--- src/rtl/sound_mixer_pkg.sv ---
// Shared constants and FSM state type for the time-multiplexed sound mixer.
package sound_mixer_pkg;

   localparam int SAMPLE_W   = 16;
   localparam int VOL_W      = 8;
   localparam int ACC_W      = 27;
   localparam int VOL_UNITY  = 128;
   localparam int GAIN_SHIFT = 7;
   // 16-bit signed times 8-bit unsigned always fits in 24 signed bits.
   localparam int PROD_W     = 24;

   typedef enum logic [1:0] {
      IDLE = 2'd0,
      MAC  = 2'd1,
      SAT  = 2'd2
   } mixer_state_t;

endpackage

--- src/rtl/sound_mixer_tick_gen.sv ---
// Free-running sample-period counter; tick is high in the cycle where the count equals DIV-1.
module sample_tick_gen #(
   parameter int DIV = 896
) (
   input  logic clk,
   input  logic reset,
   output logic tick
);

   localparam int CNT_W = (DIV > 1) ? $clog2(DIV) : 1;
   localparam logic [CNT_W-1:0] CNT_LAST = CNT_W'(DIV - 1);

   logic [CNT_W-1:0] cnt_q, cnt_d;

   assign tick  = (cnt_q == CNT_LAST);
   assign cnt_d = tick ? '0 : cnt_q + CNT_W'(1);

   always_ff @(posedge clk or posedge reset) begin
      if (reset) begin
         cnt_q <= '0;
      end else begin
         cnt_q <= cnt_d;
      end
   end

endmodule

--- src/rtl/sound_mixer.sv ---
// Mixes up to eight signed 16-bit channels with per-channel 8-bit volume through one
// shared multiplier, producing one saturated 16-bit sample per DIV clocks.
module sound_mixer
   import sound_mixer_pkg::*;
#(
   parameter int CHANNELS = 4,
   parameter int DIV      = 896
) (
   input  logic                         clk,
   input  logic                         reset,
   input  logic [CHANNELS*SAMPLE_W-1:0] ch_in,
   input  logic                         vol_wr,
   input  logic [2:0]                   vol_addr,
   input  logic [VOL_W-1:0]             vol_data,
   output logic [SAMPLE_W-1:0]          sound_out,
   output logic                         sound_valid
);

   localparam logic [SAMPLE_W-1:0] SAT_MAX  = {1'b0, {(SAMPLE_W-1){1'b1}}};
   localparam logic [SAMPLE_W-1:0] SAT_MIN  = {1'b1, {(SAMPLE_W-1){1'b0}}};
   localparam logic [2:0]          IDX_LAST = 3'(CHANNELS - 1);

   logic                        tick;
   mixer_state_t                state_q, state_d;
   logic signed [ACC_W-1:0]     acc_q, acc_d;
   logic [2:0]                  idx_q, idx_d;
   logic [SAMPLE_W-1:0]         sound_out_q, sound_out_d;
   logic                        sound_valid_q, sound_valid_d;
   logic                        snap_load;

   logic signed [SAMPLE_W-1:0]  ch_arr     [CHANNELS];
   logic [VOL_W-1:0]            vol_q      [CHANNELS];
   logic signed [SAMPLE_W-1:0]  snap_ch_q  [CHANNELS];
   logic [VOL_W-1:0]            snap_vol_q [CHANNELS];

   logic signed [SAMPLE_W-1:0]  mul_ch;
   logic [VOL_W-1:0]            mul_vol;
   logic signed [SAMPLE_W:0]    mul_a;
   logic signed [VOL_W:0]       mul_b;
   logic signed [PROD_W-1:0]    prod;
   logic signed [ACC_W-1:0]     shifted;
   logic [ACC_W-SAMPLE_W:0]     head;
   logic [SAMPLE_W-1:0]         sat_val;

   sample_tick_gen #(
      .DIV (DIV)
   ) u_tick (
      .clk   (clk),
      .reset (reset),
      .tick  (tick)
   );

   for (genvar gi = 0; gi < CHANNELS; gi++) begin : g_unpack
      assign ch_arr[gi] = ch_in[gi*SAMPLE_W +: SAMPLE_W];
   end

   // Only in-range addresses can match a channel index, so other writes fall away.
   always_ff @(posedge clk or posedge reset) begin
      if (reset) begin
         for (int i = 0; i < CHANNELS; i++) begin
            vol_q[i] <= VOL_W'(VOL_UNITY);
         end
      end else begin
         for (int i = 0; i < CHANNELS; i++) begin
            if (vol_wr && (vol_addr == 3'(i))) begin
               vol_q[i] <= vol_data;
            end
         end
      end
   end

   always_ff @(posedge clk or posedge reset) begin
      if (reset) begin
         for (int i = 0; i < CHANNELS; i++) begin
            snap_ch_q[i]  <= '0;
            snap_vol_q[i] <= '0;
         end
      end else if (snap_load) begin
         for (int i = 0; i < CHANNELS; i++) begin
            snap_ch_q[i]  <= ch_arr[i];
            snap_vol_q[i] <= vol_q[i];
         end
      end
   end

   always_comb begin
      mul_ch  = '0;
      mul_vol = '0;
      for (int i = 0; i < CHANNELS; i++) begin
         if (idx_q == 3'(i)) begin
            mul_ch  = snap_ch_q[i];
            mul_vol = snap_vol_q[i];
         end
      end
   end

   // Volume is zero-extended so the signed multiply treats it as unsigned.
   assign mul_a = {mul_ch[SAMPLE_W-1], mul_ch};
   assign mul_b = {1'b0, mul_vol};
   assign prod  = PROD_W'(mul_a) * PROD_W'(mul_b);

   assign shifted = acc_q >>> GAIN_SHIFT;
   assign head    = shifted[ACC_W-1:SAMPLE_W-1];

   always_comb begin
      if ((head == '0) || (head == '1)) begin
         sat_val = shifted[SAMPLE_W-1:0];
      end else if (shifted[ACC_W-1]) begin
         sat_val = SAT_MIN;
      end else begin
         sat_val = SAT_MAX;
      end
   end

   always_comb begin
      state_d       = state_q;
      acc_d         = acc_q;
      idx_d         = idx_q;
      sound_out_d   = sound_out_q;
      sound_valid_d = 1'b0;
      snap_load     = 1'b0;
      unique case (state_q)
         IDLE: begin
            if (tick) begin
               state_d   = MAC;
               acc_d     = '0;
               idx_d     = '0;
               snap_load = 1'b1;
            end
         end
         MAC: begin
            acc_d = acc_q + ACC_W'(prod);
            idx_d = idx_q + 3'd1;
            if (idx_q == IDX_LAST) begin
               state_d = SAT;
            end
         end
         SAT: begin
            sound_out_d   = sat_val;
            sound_valid_d = 1'b1;
            state_d       = IDLE;
         end
         default: begin
            state_d = IDLE;
         end
      endcase
   end

   always_ff @(posedge clk or posedge reset) begin
      if (reset) begin
         state_q       <= IDLE;
         acc_q         <= '0;
         idx_q         <= '0;
         sound_out_q   <= '0;
         sound_valid_q <= 1'b0;
      end else begin
         state_q       <= state_d;
         acc_q         <= acc_d;
         idx_q         <= idx_d;
         sound_out_q   <= sound_out_d;
         sound_valid_q <= sound_valid_d;
      end
   end

   assign sound_out   = sound_out_q;
   assign sound_valid = sound_valid_q;

endmodule
--- config.mk ---
export PLATFORM = sky130hd
export DESIGN_NAME = sound_mixer
export DESIGN_NICKNAME = d
export VERILOG_FILES = /design/src/rtl/sound_mixer_pkg.sv /design/src/rtl/sound_mixer_tick_gen.sv /design/src/rtl/sound_mixer.sv
export SDC_FILE = /design/constraint.sdc
export NUM_CORES = 1
export LEC_CHECK = 0
export CORE_UTILIZATION = 40
export DETAILED_ROUTE_END_ITERATION = 16
export PLACE_DENSITY = 0.56
export SLEW_MARGIN = 10
export SYNTH_ARGS = -nofsm -noshare
export SYNTH_HDL_FRONTEND = slang
export SYNTH_HIERARCHICAL = 1
export SYNTH_SLANG_ARGS = --single-unit
--- constraint.sdc ---
create_clock -name clk -period 13.09 [get_ports clk]
set_input_delay 2.618 -clock clk [delete_from_list [all_inputs] [get_ports clk]]
set_output_delay 2.618 -clock clk [all_outputs]
set_load 0.05 [all_outputs]
==> qor.txt <==
outcome - finished clean
port bufs - 94
Die W - 185.6 microns
iteration count of the initial detailed-routing pass - 5
Post-DP HPWL - 22470 microns
final setup violation count - 0
flops & latches, synth - 187
antenna violations before repair - 1
adder-cell share of the synthesized area - 22.50%
initial core utilization - 41.04%
Ys Warns - 6
CTS clk-pin slew, worst paths - 70 ps
Worst path slowest cell - o21ai_1
max-cap viol count - 0
die area - 34460 sq um
Crit. End Element - register
reg2reg start - idx_q[1]$_DFFE_PP0P_
vias post-DR - 9397
Critical Path Max Stage Delay - 880 ps
CP Launch Type - register
clock buffer depth - 2
CTS Sinks - 187
Area Growth Syn to Fin - 15.45%
layout cells sized above 1 - 14.29%
initial DRC count - 436
Setup TNS - 0 ps
simple-gate share of the synthesized area - 10.33%
commonest cells after routing, fill and taps aside - 183 x dfrtp_1, 180 x inv_1, 134 x nand2_1, 131 x mux2_2, 111 x nor2_1
Gate Count Post-Synth - 1341
Cell variety after synth - 64
most common cell after layout, fill and taps aside - dfrtp_1
diode count - 0
cts bufs inserted - 17
Worst Hold Path Cells - 1
crit path launch - idx_q[1]$_DFFE_PP0P_
placed cells - 1845
Reg area - 4684 sq um
Setup Skew - 15.94 ps
antenna-violating nets left - 0
crit-path max FO - 24
sw frac - 23.30%
Final Max Slew Viols - 0
largest net degree at the start of global routing - 105
Slew @ Worst Pin - 1119 ps
largest family of logic cells by synthesized area - adder cells
Fill cells - 3182
# DRC - 0
count of nets after finishing - 1682
Clk pwr share - 44.5%
Worst EP required - 13470 ps
Final min period - 8882 ps
most used cell, CP - nand2_1
area of the core - 32870 sq um
Max IR drop VDD - 0.00008495 V
GP Congestion - 0.8097
Skew-Pair Late Insertion Delay - 450 ps
Post-CTS Setup Inserts - 0
Syn Area/Cell - 10.06 sq um
CP Class - register to register
internal power - 928.9 uW
Final Cycle Share - 67.86%
root buf cell - clkbuf_16
post-synthesis xor/xnor area fraction - 3.107%
Worst slew margin - 24.87%
fmax - 112.6 MHz
CTS HTree Levels - 4
cells on worst reg2reg path - 34
Post-synth top flop - dfrtp_1
vias per inst - 5.006
Async SR Flop Fraction - 100.0%
leakage - 0.007769 uW
vias in the first global route - 9516
Netlist Area Pre-Place - 13490 sq um
worst setup margin - 4208 ps
pwr dens - 77.77 nW/um^2
number of I/O pins - 95
Psw - 282.2 uW
RSZ-0062 raised after global routing - false
row count - 66
total gr overflow - 0
mux cell area share after synthesis - 11.31%
Multi-input gate area - 7998 sq um
hold path start - u_tick/cnt_q[0]$_DFF_PP0_
Finished Core Util - 47.38%
Die H - 185.6 microns
Synth Net Count - 1601
total wire length - 29330 microns
Total GRT Usage - 18.61%
number of synthesized flops with an enable pin - 0
CTS tree - yes
post-synthesis sequential area ratio - 34.73%
CTS Hold Bufs - 0
global-route wire length before repair - 50380 microns
Synth Area in Compound Gates - 11.71%
post-cts resize count - 0
Flop pwr share - 50.5%
setup slack, reg-to-reg - 4210 ps
final hold vios - 0
Gate power share - 5.0%
Layout Cells excl Fill - 1877
HP Class - register to register
Post-Place Worst Slack - 4181 ps
DR WL/cell - 15.62 microns
Arrival @ worst endpoint - 9260 ps
[final cells by class]
type / count / share of cell area [%]
clock buffers: 18 / 2.756
clock inverters: 14 / 1.149
inverters: 181 / 4.395
multi-input cells: 927 / 51.35
flip-flops and latches: 187 / 30.08
well taps: 442 / 3.551
repair buffers: 108 / 6.716
[Yosys cell counts (4+ instances only)]
master	n	area (sq um)
xor2_1	17	148.9
nor3_1	6	30.03
mux2i_1	5	50.05
a21oi_1	64	320.3
nand3_1	9	45.04
nor2b_1	16	100.1
nand3b_1	5	37.54
ha_1	81	1013
a22oi_1	24	180.2
dfrtp_1	183	4579
o211ai_1	5	37.54
inv_1	181	679.4
dfstp_2	4	105.1
o21ai_0	53	265.3
clkbuf_1	43	161.4
and2_1	6	37.54
mux2_2	131	1475
nand2b_1	6	37.54
xnor2_1	29	254.0
o21ai_1	10	50.05
a211oi_1	20	150.1
nand2_1	134	503.0
fa_1	101	2022
nor2_1	111	416.7
a21o_1	30	225.2
o21bai_1	7	52.55
[registers in the layout (all words and copies together) (netlist names)]
register / flops
acc_q: 27
idx_q: 3
snap_ch_q: 64
snap_vol_q: 32
sound_out: 16
sound_valid: 1
state_q: 2
u_tick/cnt_q: 10
vol_q: 32
[power groups by stage]
stage | registers (uW) | clock network (uW) | logic (uW)
2_1_floorplan | 619 | 0 | 29.7
3_3_place_gp | 622 | 0 | 61.4
3_5_place_dp | 623 | 0 | 62.5
4_1_cts | 611 | 555 | 62.5
5_1_grt | 615 | 578 | 67.8
6_report | 611 | 539 | 60.8
[routing by layer]
layer / GRT usage [%] / vias to the layer above / part of all wire [%]
met5: 0 / - / 0
met2: 29.12 / 150 / 46
met4: 3.738 / 0 / 0.69
li1: - / 4617 / -
met3: 4.344 / 10 / 4.7
met1: 26.26 / 4620 / 49
[kinds of logic after synthesis]
family	count (synthesis)
adders and majority gates	182
muxes	136
AOI/OAI and AO/OA	245
and+or+nand+nor	317
buffers and inverters	227
DFF	187
xor gates and xnor gates	47
[worst max-delay path: cells and delay by family (launching register included)]
family,cells,cell delay [ps]
buf+inv,5,540
compound gates,11,2780
simple gates,9,1570
fa+ha+maj,7,3100
mux,1,180
xor+xnor,1,230
flops,1,370
[path summary, 6_finish.rpt]
check,endpoint
worst max-delay path,acc_q[26]$_DFFE_PP0P_
worst min register to register,u_tick/cnt_q[0]$_DFF_PP0_
max in group asynchronous,snap_ch_q[15]$_DFFE_PP0P_
worst min-delay path,u_tick/cnt_q[0]$_DFF_PP0_
worst max register to register,acc_q[26]$_DFFE_PP0P_
min in group asynchronous,u_tick/cnt_q[6]$_DFF_PP0_
[per-stage QoR]
stage | cell area, sq um | hold WS, ps | total power [uW]
after global placement | 14970 | 465.9 | 683.4
after floorplan | 13490 | 449.1 | 648.4
after CTS | 15570 | 492.4 | 1229
after global routing | 15570 | 514.2 | 1260
after detailed placement | 14970 | 481.9 | 685.1
final | 15570 | 487.7 | 1211
(Power assumes the default switching activity.)
